File: config.mk
export PLATFORM = sky130hd
export DESIGN_NAME = mux_tdm_scanner
export DESIGN_NICKNAME = d
export VERILOG_FILES = /design/src/rtl/mux_tdm_scanner.sv
export SDC_FILE = /design/constraint.sdc
export NUM_CORES = 1
export LEC_CHECK = 0
export CAP_MARGIN = 20
export CELL_PAD_IN_SITES_DETAIL_PLACEMENT = 0
export CELL_PAD_IN_SITES_GLOBAL_PLACEMENT = 2
export CORE_UTILIZATION = 37
export CTS_CLUSTER_SIZE = 40
export DETAILED_ROUTE_END_ITERATION = 6
export PLACE_DENSITY = 0.95
export SYNTH_ARGS = -nofsm -noshare
export SYNTH_HDL_FRONTEND = slang
export SYNTH_SLANG_ARGS = --single-unit
File: constraint.sdc
create_clock -name Clock_In -period 13.85 [get_ports Clock_In]
set_input_delay 4.155 -clock Clock_In [delete_from_list [all_inputs] [get_ports Clock_In]]
set_output_delay 4.155 -clock Clock_In [all_outputs]
set_load 0.01 [all_outputs]
File: src/rtl/mux_tdm_scanner.sv
// Registered N:1 channel multiplexer with manual select and masked round-robin
// auto-scan, presented to a single consumer over a valid/ready handshake.
module mux_tdm_scanner #(
    parameter int DATA_WIDTH   = 8,
    parameter int NUM_CHANNELS = 32,
    parameter int SEL_WIDTH    = 5,
    parameter int DWELL_WIDTH  = 8
) (
    input  logic                               Clock_In,
    input  logic                               Reset_n_In,
    input  logic                               Enable_In,
    input  logic                               Mode_In,
    input  logic [SEL_WIDTH-1:0]               Select_In,
    input  logic [NUM_CHANNELS-1:0]            Channel_Mask_In,
    input  logic [DWELL_WIDTH-1:0]             Dwell_In,
    input  logic [NUM_CHANNELS*DATA_WIDTH-1:0] Data_In,
    input  logic                               Ready_In,
    output logic [DATA_WIDTH-1:0]              MUX_Data_Out,
    output logic [SEL_WIDTH-1:0]               Channel_Out,
    output logic                               Valid_Out
);
    typedef enum logic [1:0] {IDLE, MANUAL, SCAN_PRESENT, SCAN_DWELL} state_t;

    state_t                  state_q, state_d;
    logic [DATA_WIDTH-1:0]   data_q, data_d;
    logic [SEL_WIDTH-1:0]    chan_q, chan_d;
    logic [SEL_WIDTH-1:0]    ptr_q, ptr_d;
    logic                    valid_q, valid_d;
    logic [DWELL_WIDTH-1:0]  dwell_q, dwell_d;

    logic [DATA_WIDTH-1:0]   chan_data [NUM_CHANNELS];
    logic [SEL_WIDTH-1:0]    ptr_next;
    logic [SEL_WIDTH:0]      hit_cur, hit_next;
    logic                    sel_ok;
    logic [SEL_WIDTH-1:0]    sel_idx;
    logic                    man_load, scan_load;
    logic [SEL_WIDTH-1:0]    scan_idx;

    for (genvar g = 0; g < NUM_CHANNELS; g++) begin : g_unpack
        assign chan_data[g] = Data_In[g*DATA_WIDTH +: DATA_WIDTH];
    end

    // Returns {found, index} of the first masked-in channel at or after start, wrapping.
    function automatic logic [SEL_WIDTH:0] first_set(input logic [NUM_CHANNELS-1:0] mask,
                                                     input logic [SEL_WIDTH-1:0]    start);
        logic [SEL_WIDTH:0] hit;
        int unsigned        idx;
        hit = '0;
        for (int unsigned k = NUM_CHANNELS; k > 0; k--) begin
            idx = 32'(start) + k - 1;
            if (idx >= NUM_CHANNELS) idx = idx - NUM_CHANNELS;
            if (mask[SEL_WIDTH'(idx)]) hit = {1'b1, SEL_WIDTH'(idx)};
        end
        return hit;
    endfunction

    assign ptr_next = (32'(ptr_q) + 1 >= NUM_CHANNELS) ? '0 : ptr_q + 1'b1;
    assign hit_cur  = first_set(Channel_Mask_In, ptr_q);
    assign hit_next = first_set(Channel_Mask_In, ptr_next);
    assign sel_ok   = 32'(Select_In) < NUM_CHANNELS;
    assign sel_idx  = sel_ok ? Select_In : '0;

    always_ff @(posedge Clock_In) begin
        if (!Reset_n_In) begin
            state_q <= IDLE;
            data_q  <= '0;
            chan_q  <= '0;
            ptr_q   <= '0;
            valid_q <= 1'b0;
            dwell_q <= '0;
        end else begin
            state_q <= state_d;
            data_q  <= data_d;
            chan_q  <= chan_d;
            ptr_q   <= ptr_d;
            valid_q <= valid_d;
            dwell_q <= dwell_d;
        end
    end

    always_comb begin
        state_d   = state_q;
        data_d    = data_q;
        chan_d    = chan_q;
        ptr_d     = ptr_q;
        valid_d   = valid_q;
        dwell_d   = dwell_q;
        man_load  = 1'b0;
        scan_load = 1'b0;
        scan_idx  = '0;

        if (!Enable_In) begin
            state_d = IDLE;
            valid_d = 1'b0;
        end else begin
            case (state_q)
                IDLE: begin
                    // Manual entry captures on the same edge to keep one-cycle latency.
                    if (!Mode_In) begin
                        state_d  = MANUAL;
                        man_load = 1'b1;
                    end else if (hit_cur[SEL_WIDTH]) begin
                        scan_load = 1'b1;
                        scan_idx  = hit_cur[SEL_WIDTH-1:0];
                    end
                end
                MANUAL: begin
                    if (!valid_q || Ready_In) begin
                        if (Mode_In) begin
                            valid_d = 1'b0;
                            state_d = IDLE;
                        end else begin
                            man_load = 1'b1;
                        end
                    end
                end
                SCAN_PRESENT: begin
                    if (Ready_In) begin
                        if (!Mode_In) begin
                            valid_d = 1'b0;
                            state_d = IDLE;
                        end else if (Dwell_In == '0) begin
                            if (hit_next[SEL_WIDTH]) begin
                                scan_load = 1'b1;
                                scan_idx  = hit_next[SEL_WIDTH-1:0];
                            end else begin
                                valid_d = 1'b0;
                                state_d = IDLE;
                            end
                        end else begin
                            valid_d = 1'b0;
                            dwell_d = Dwell_In;
                            state_d = SCAN_DWELL;
                        end
                    end
                end
                SCAN_DWELL: begin
                    if (dwell_q > DWELL_WIDTH'(1)) begin
                        dwell_d = dwell_q - 1'b1;
                    end else begin
                        dwell_d = '0;
                        if (Mode_In && hit_next[SEL_WIDTH]) begin
                            scan_load = 1'b1;
                            scan_idx  = hit_next[SEL_WIDTH-1:0];
                        end else begin
                            state_d = IDLE;
                        end
                    end
                end
                default: state_d = IDLE;
            endcase
        end

        if (man_load) begin
            chan_d = Select_In;
            if (sel_ok) begin
                data_d  = chan_data[sel_idx];
                valid_d = 1'b1;
            end else begin
                data_d  = '0;
                valid_d = 1'b0;
            end
        end
        if (scan_load) begin
            data_d  = chan_data[scan_idx];
            chan_d  = scan_idx;
            ptr_d   = scan_idx;
            valid_d = 1'b1;
            state_d = SCAN_PRESENT;
        end
    end

    assign MUX_Data_Out = data_q;
    assign Channel_Out  = chan_q;
    assign Valid_Out    = valid_q;
endmodule

==> flow_summary_export.csv, run 1 <==
group,metric,value,unit
status,outcome,"finished, final reports clean",
power_and_ir_drop,p_int,0.001533,W
timing,maxSlewHeadroom,19.02,%
setup_path,cp_data_required_time,14.01,ns
setup_path,worst_setup_path_start_kind,"input pin",
floorplan,initial_utilization,37.80,%
setup_path,ff2ff_setup_slack,4.40,ns
global_route,grt_start_max_net_pins,66,
route,vias_after_detailed_routing,22770,
floorplan,die_x,232.1,um
global_route,grt_pass1_vias,21518,
timing,final_period_util,77.96,%
timing,grt_setup_unrepaired,"no",
synthesis,synth_area,0.01959,mm^2
clock_network,root_buffer,"sky130_fd_sc_hd__clkbuf_16",
route,drt.antenna.violating_nets,0,
route,drt_first_pass_iters,6,
timing,transition_time_at_the_pin_with_the_least_slew_margin,1.205,ns
clock_network,tritoncts,"yes",
timing,finalSetupViolations,0,
setup_path,worstPathArrival,10.96,ns
setup_path,critical_path.cell_chain,"clkdlybuf4s50_1, mux4_2, and3_1, a31oi_1, mux2i_1, o221ai_1, o2111ai_1, a211oi_1, o311ai_1, a211oi_4, buf_4, nor2_4, buf_4, nand2_1, o22ai_1, o21a_1, o311ai_1, nand3_1",
synthesis,postSynthNetCount,2659,
setup_path,critical_path.endpoint_type,"flop",
setup_path,critical-path-slowest-cell,"sky130_fd_sc_hd__o221ai_1",
placement,placement.io_buffers,319,
setup_path,path_delay_family,"compound AO/OA/AOI/OAI gates",
setup_path,critical_path.reg2reg.endpoint,"MUX_Data_Out[4]",
synthesis,asyncSetResetFlopFracSynth,0,%
timing,timing.clock.skew,0.01259,ns
global_route,grt_pass1_wl,144700,um
synthesis,synth_edf_count,0,
cells_and_area,layout.cells.most_common_list,"sky130_fd_sc_hd__clkdlybuf4s50_1 (317), sky130_fd_sc_hd__nand2_1 (247), sky130_fd_sc_hd__mux4_2 (242), sky130_fd_sc_hd__mux2i_1 (240), sky130_fd_sc_hd__nor2_1 (152)",
cells_and_area,drive_gt1_share,18.60,%
timing,setup_tns,0,ns
power_and_ir_drop,power_frac_seq,2.9,%
synthesis,yosys_most_used_dff,"sky130_fd_sc_hd__dfxtp_1",
clock_network,cts.hold.buffers_added,0,
cells_and_area,finish.net_count,2828,
clock_network,post_cts_resized,0,
placement,postPlaceCellArea,0.02311,mm^2
clock_network,worst_setup_hold_path_clk_slew,0.06,ns
setup_path,slowest_stage_delay_on_critical_path,0.75,ns
setup_path,critical_path_peak_fanout,27,
power_and_ir_drop,clockPowerShare,3.0,%
setup_path,count_of_cells_along_the_worst_register_to_register_path,22,
global_route,globalRouteTotalUtil,35.44,%
route,first_iter_violations,3384,
synthesis,seq_area_frac_synth,2.964,%
timing,final_critical_path_time_including_i_o_delays_and_setup,10.80,ns
synthesis,number_of_library_cell_types_mapped_by_synthesis,107,
clock_network,tritoncts.num_buffers,5,
route,vias_per_cell,7.167,
clock_network,clock-sinks,29,
clock_network,post-cts-setup-buffers,0,
power_and_ir_drop,ir_drop_worst_vdd,0.06407,mV
placement,hpwl,77310,um
cells_and_area,finish.instance_area,0.02327,mm^2
hold_path,min_delay_path_depth,2,
setup_path,number_of_gates_on_the_worst_path_with_buffers_counted,18,
cells_and_area,final_common_cell,"sky130_fd_sc_hd__clkdlybuf4s50_1",
power_and_ir_drop,pwr-share-comb,94.1,%
cells_and_area,utilization,44.91,%
power_and_ir_drop,p_per_area,166.9,mW/mm^2
power_and_ir_drop,net-switching-power,0.002350,W
cells_and_area,fillCellCount,5013,
power_and_ir_drop,leakagePower,7.981,nW
floorplan,core.rowCount,83,
synthesis,ys.warnings.count,0,
hold_path,timing.hold.worst_endpoint,"dwell_q[6]",
floorplan,standard_cell_core_area,0.05182,mm^2
timing,timing_hold_violations_final,0,
placement,place.gp.congestion,1.064,
clock_network,max-clock-path-buffers,2,
clock_network,insertion_delay,0.29,ns
synthesis,syn_avg_cell_area,8.425,um^2
floorplan,dieHeight,232.1,um
synthesis,ys_ff_latch,29,
route,post_drt_wl_per_cell,31.10,um
cells_and_area,areaGrowthSynthToFinish,18.81,%
route,detail_route.drc_violations,0,
clock_network,cts.htree.levels,2,
hold_path,timing.hold.worst.class,"flop to flop",
setup_path,reg2reg_from,"ptr_q[0]",
power_and_ir_drop,total_power_of_the_final_layout,0.003883,W
global_route,antenna_violations_before_repair,1,
global_route,grt_overflow,0,
power_and_ir_drop,sw_frac_of_total,60.52,%
run,max-cap-violations,0,
route,detail_route.wirelength,98820,um
timing,final_max_slew_viol_count,0,
setup_path,path_buf_inv,3,
timing,holdWs,0.4848,ns
hold_path,hp-start,"dwell_q[6]",
setup_path,timing_worst_setup_path_type,"input pin to flop",
synthesis,number_of_instances_in_the_synthesized_netlist,2325,
timing,maxClockFrequency,0.09262,GHz
floorplan,die_ar,0.05386,mm^2
floorplan,design.portCount,320,
[layer usage]
| metal | global-route usage, % | routed length, um | vias up |
|---|---|---|---|
| li1 | - | - | 9618 |
| met1 | 48.66 | 38730 | 11123 |
| met2 | 54.42 | 44300 | 1776 |
| met3 | 7.994 | 11850 | 253 |
| met4 | 12.05 | 3930 | 0 |
| met5 | 0 | 0 | - |
[area by class of cell]
class | instances | area (um^2) | share of cell area (%)
tap | 680 | 850.8 | 3.656
multi-input combinational | 2028 | 17830 | 76.62
timing repair buffer | 385 | 3679 | 15.81
antenna | 2 | 5.005 | 0.02151
inverter | 45 | 168.9 | 0.7258
clock buffer | 8 | 146.4 | 0.6291
sequential | 29 | 590.6 | 2.538
[cell usage after synthesis (8+ instances only)]
master	number	area [um^2]
sky130_fd_sc_hd__a221oi_1	12	105.1
sky130_fd_sc_hd__mux2_2	86	968.4
sky130_fd_sc_hd__xnor2_1	46	402.9
sky130_fd_sc_hd__nor4_1	11	68.82
sky130_fd_sc_hd__a31oi_1	28	175.2
sky130_fd_sc_hd__and2_1	38	237.7
sky130_fd_sc_hd__buf_2	41	205.2
sky130_fd_sc_hd__o2111ai_1	22	192.7
sky130_fd_sc_hd__xor2_1	9	78.83
sky130_fd_sc_hd__a21boi_0	11	82.58
sky130_fd_sc_hd__a21oi_1	130	650.6
sky130_fd_sc_hd__o31ai_1	12	90.09
sky130_fd_sc_hd__clkbuf_1	136	510.5
sky130_fd_sc_hd__and3_1	24	150.1
sky130_fd_sc_hd__nor2b_1	15	93.84
sky130_fd_sc_hd__a2bb2oi_1	8	70.07
sky130_fd_sc_hd__or3_1	12	75.07
sky130_fd_sc_hd__o22ai_1	22	137.6
sky130_fd_sc_hd__o221ai_1	18	157.7
sky130_fd_sc_hd__a2111oi_0	14	122.6
sky130_fd_sc_hd__inv_1	39	146.4
sky130_fd_sc_hd__buf_4	13	97.59
sky130_fd_sc_hd__o211ai_1	35	262.8
sky130_fd_sc_hd__nor3_1	41	205.2
sky130_fd_sc_hd__nand4_1	22	137.6
sky130_fd_sc_hd__buf_1	19	71.32
sky130_fd_sc_hd__nor2_1	152	570.6
sky130_fd_sc_hd__or4_1	8	60.06
sky130_fd_sc_hd__mux2i_1	240	2402
sky130_fd_sc_hd__a32o_1	10	100.1
sky130_fd_sc_hd__nand2b_1	16	100.1
sky130_fd_sc_hd__nand3_1	71	355.3
sky130_fd_sc_hd__o22a_1	8	70.07
sky130_fd_sc_hd__a22oi_1	13	97.59
sky130_fd_sc_hd__nand2_1	247	927.1
sky130_fd_sc_hd__o21ai_0	126	630.6
sky130_fd_sc_hd__a21o_1	10	75.07
sky130_fd_sc_hd__a211oi_1	59	442.9
sky130_fd_sc_hd__mux4_2	242	5450
sky130_fd_sc_hd__ha_1	28	350.3
sky130_fd_sc_hd__buf_6	12	135.1
sky130_fd_sc_hd__o21a_1	12	90.09
sky130_fd_sc_hd__dfxtp_1	29	580.6
[power by group through the flow]
| stage | Clock, W | Sequential, W | Combinational [W] |
|---|---|---|---|
| 2_1_floorplan | 0 | 0.000106 | 0.00241 |
| 3_3_place_gp | 0 | 0.000112 | 0.00348 |
| 3_5_place_dp | 0 | 0.000112 | 0.00349 |
| 4_1_cts | 0.000115 | 0.000111 | 0.00351 |
| 5_1_grt | 0.000119 | 0.000113 | 0.00383 |
| 6_report | 0.000116 | 0.000111 | 0.00366 |
[registers in the layout, summed over array words and instances, names as in the netlist]
signal / cells
state_q: 2
ptr_q: 5
Channel_Out: 5
Valid_Out: 1
MUX_Data_Out: 8
dwell_q: 8
[through the flow]
stage	worst slack [ns]	cells
floorplan	5.307	2325
global placement	3.079	3165
detailed placement	2.993	3165
CTS	3.279	3173
global route	2.887	3176
finish	3.053	3177
[how the worst max path moves through the flow]
stage | slack, ns | start | to
after floorplan | 5.31 | Channel_Mask_In[28] | MUX_Data_Out[3]
after global placement | 3.08 | Channel_Mask_In[0] | MUX_Data_Out[4]
after detailed placement | 2.99 | Channel_Mask_In[2] | MUX_Data_Out[4]
after CTS | 3.28 | Channel_Mask_In[5] | MUX_Data_Out[4]
after global routing | 2.89 | Channel_Mask_In[12] | MUX_Data_Out[4]
final | 3.05 | Channel_Mask_In[22] | MUX_Data_Out[0]
[worst reg2reg max path, cell delays in order, from the launching register on]
cell	delay [ns]
sky130_fd_sc_hd__dfxtp_4	0.58
sky130_fd_sc_hd__inv_2	0.34
sky130_fd_sc_hd__ha_2	0.58
sky130_fd_sc_hd__nand2_1	0.50
sky130_fd_sc_hd__inv_2	0.66
sky130_fd_sc_hd__ha_1	0.53
sky130_fd_sc_hd__xnor2_1	0.17
sky130_fd_sc_hd__o22ai_1	0.78
sky130_fd_sc_hd__mux4_2	0.48
sky130_fd_sc_hd__mux2i_1	0.71
sky130_fd_sc_hd__o21ai_0	0.21
sky130_fd_sc_hd__a31oi_1	0.25
sky130_fd_sc_hd__a211oi_1	0.12
sky130_fd_sc_hd__o311ai_1	0.77
sky130_fd_sc_hd__a211oi_4	0.11
sky130_fd_sc_hd__buf_4	0.30
sky130_fd_sc_hd__nor2_4	0.38
sky130_fd_sc_hd__buf_4	0.48
sky130_fd_sc_hd__nand2_1	0.56
sky130_fd_sc_hd__a211oi_1	0.35
sky130_fd_sc_hd__nor4_1	0.10
sky130_fd_sc_hd__a211o_1	0.23
sky130_fd_sc_hd__a21boi_1	0.12
[cells by family after synthesis]
kind of cell / count (synthesis) / share of synthesized area, %
AO/OA/AOI/OAI: 661 / 23.59
AND/OR/NAND/NOR: 711 / 17.49
XOR/XNOR: 58 / 2.766
adder cells (fa/ha/maj): 28 / 1.789
multiplexers: 570 / 45.18
buffers and inverters: 268 / 6.222
flip-flops: 29 / 2.964
Power figures use the tool's default switching activity.
==> run 2: changes to the inputs <==
- CORE_UTILIZATION: 37 -> 31
- PLACE_DENSITY: 0.95 -> 0.9
- clock period: 13.85 -> 9.5 ns (I/O delays scaled with it)
==> run 2 against run 1 <==
The flow now finishes with violations (DRC). First-iteration DRC count is 6.6% lower. Count of clock-buffer cells in the layout is 2 lower. Die area is 19% higher. Core utilization is 6.5 points lower. Power is 50% higher. Largest power group unchanged.
==> flow_summary_export.csv, run 2 (synthesis results as in run 1) <==
group,metric,value,unit
clock_network,post_cts_resized,0,
clock_network,cts.hold.buffers_added,0,
timing,maxSlewHeadroom,16.25,%
route,detail_route.wirelength,103700,um
placement,post_placement_cell_count,3369,
clock_network,insertion_delay,0.28,ns
timing,finalSetupViolations,0,
floorplan,dieHeight,253.4,um
cells_and_area,layout.cells.non_filler,3382,
clock_network,root_buffer,"sky130_fd_sc_hd__clkbuf_16",
clock_network,tritoncts.num_buffers,5,
status,outcome,"complete, but fails checks",
placement,placement.io_buffers,319,
route,drt.antenna.violating_nets,0,
clock_network,clock-sinks,29,
route,first_iter_violations,3159,
floorplan,initial_utilization,31.57,%
timing,final_period_util,92.45,%
clock_network,tritoncts,"yes",
run,max-cap-violations,0,
global_route,grt_start_max_net_pins,64,
global_route,grt_overflow,0,
floorplan,standard_cell_core_area,0.06205,mm^2
floorplan,die_ar,0.06419,mm^2
setup_path,critical_path_peak_fanout,63,
route,post_drt_wl_per_cell,30.66,um
clock_network,worst_setup_hold_path_clk_slew,0.05,ns
floorplan,die_x,253.4,um
timing,final_critical_path_time_including_i_o_delays_and_setup,8.783,ns
route,vias_after_detailed_routing,23075,
global_route,antenna_violations_before_repair,5,
timing,maxClockFrequency,0.1139,GHz
route,vias_per_cell,6.823,
clock_network,post-cts-setup-buffers,0,
global_route,grt_pass1_vias,21970,
power_and_ir_drop,ir_drop_worst_vdd,0.1195,mV
timing,setup_tns,0,ns
timing,grt_setup_unrepaired,"no",
timing,final_max_slew_viol_count,0,
cells_and_area,layout.cells.most_common_list,"sky130_fd_sc_hd__clkdlybuf4s50_1 (317), sky130_fd_sc_hd__nand2_1 (247), sky130_fd_sc_hd__mux4_2 (242), sky130_fd_sc_hd__mux2i_1 (240), sky130_fd_sc_hd__nor2_1 (152)",
cells_and_area,fillCellCount,6289,
timing,holdWs,0.4797,ns
timing,timing_hold_violations_final,0,
cells_and_area,final_common_cell,"sky130_fd_sc_hd__clkdlybuf4s50_1",
route,drt_first_pass_iters,7,
power_and_ir_drop,total_power_of_the_final_layout,0.005825,W
cells_and_area,areaGrowthSynthToFinish,21.79,%
clock_network,cts.htree.levels,2,
status,failed_checks,"DRC",
global_route,grt_pass1_wl,150800,um
placement,hpwl,81720,um
timing,timing.clock.skew,0.007165,ns
cells_and_area,finish.instance_area,0.02386,mm^2
setup_path,slowest_stage_delay_on_critical_path,0.69,ns
setup_path,timing.critical_path.mode_cell,"sky130_fd_sc_hd__mux2i_1",
clock_network,max-clock-path-buffers,2,
power_and_ir_drop,p_per_area,244.2,mW/mm^2
setup_path,critical-path-slowest-cell,"sky130_fd_sc_hd__mux4_2",
cells_and_area,finish.net_count,2874,
placement,postPlaceCellArea,0.02368,mm^2
setup_path,critical_path.endpoint_type,"flop",
route,detail_route.drc_violations,4,
setup_path,timing_worst_setup_path_type,"input pin to flop",
timing,transition_time_at_the_pin_with_the_least_slew_margin,1.247,ns
cells_and_area,drive_gt1_share,20.15,%
setup_path,worstPathArrival,8.94,ns
global_route,globalRouteTotalUtil,31.24,%
floorplan,design.portCount,320,
floorplan,core.rowCount,91,
hold_path,timing.hold.worst.class,"flop to flop",
power_and_ir_drop,leakagePower,8.213,nW
placement,place.gp.congestion,1.057,
setup_path,worst_setup_path_start_kind,"input pin",
setup_path,cp_data_required_time,9.65,ns
setup_path,critical_path.cell_chain,"clkdlybuf4s50_1, mux4_2, or3_1, nand3_1, mux2i_1, mux2i_1, nand2_1, nor4_1, nand4_1, nand2_1, a21oi_1, a21oi_4, buf_12, mux2i_1, o22ai_1, o21a_1, o311ai_1, nand3_1",
[run 2: cell count changes in the layout (fill, tap and decap cells not counted), sizes merged]
cell	change
clkbuf	-2
clkinv	+2
diode	+2
buf	+46
[run 2: final timing paths]
| check | start | end | slack, ns | cells past startpoint |
|---|---|---|---|---|
| max | Channel_Mask_In[26] | MUX_Data_Out[7] | 0.72 | 18 |
| min | dwell_q[6] | dwell_q[6] | 0.48 | 2 |
| max reg2reg | ptr_q[0] | MUX_Data_Out[7] | 1.26 | 21 |
| min reg2reg | dwell_q[6] | dwell_q[6] | 0.48 | 2 |
[run 2: final cells by class]
cell class / instances / area (um^2) / area share [%]
multi-input combinational: 2028 / 17840 / 74.79
timing repair buffer: 431 / 4059 / 17.01
tap: 837 / 1047 / 4.390
sequential: 29 / 590.6 / 2.476
inverter: 45 / 168.9 / 0.7081
clock buffer: 6 / 128.9 / 0.5402
clock inverter: 2 / 10.01 / 0.04196
antenna: 4 / 10.01 / 0.04196
[run 2: critical path, delay by kind of cell]
| kind | cells | cell delay, ns |
|---|---|---|
| buf+inv | 2 | 0.92 |
| simple gates | 7 | 2.16 |
| compound gates | 5 | 0.89 |
| mux | 4 | 2.00 |
[run 2: through the flow]
| step | setup WS, ns | util, % |
|---|---|---|
| after CTS | 0.8428 | 38.38 |
| after floorplan | 2.167 | - |
| final | 0.7169 | 38.44 |
| after global routing | 0.4455 | 38.44 |
| after detailed placement | 0.5793 | 38.16 |
| after global placement | 0.5374 | 38.15 |
[run 2: power by group]
group / internal (W) / total [W] / switching (W)
registers: 0.000138 / 0.000174 / 0.0000352
clock network: 0.0000961 / 0.000154 / 0.0000583
logic: 0.00209 / 0.00550 / 0.00341
total: 0.00232 / 0.00582 / 0.00350
[run 2: layer usage]
metal,up-vias,wire (um),track usage [%]
li1,9733,-,-
met1,11558,42990,43.41
met2,1527,46900,49.01
met3,257,9381,4.091
met4,0,4429,11.62
met5,-,0,0
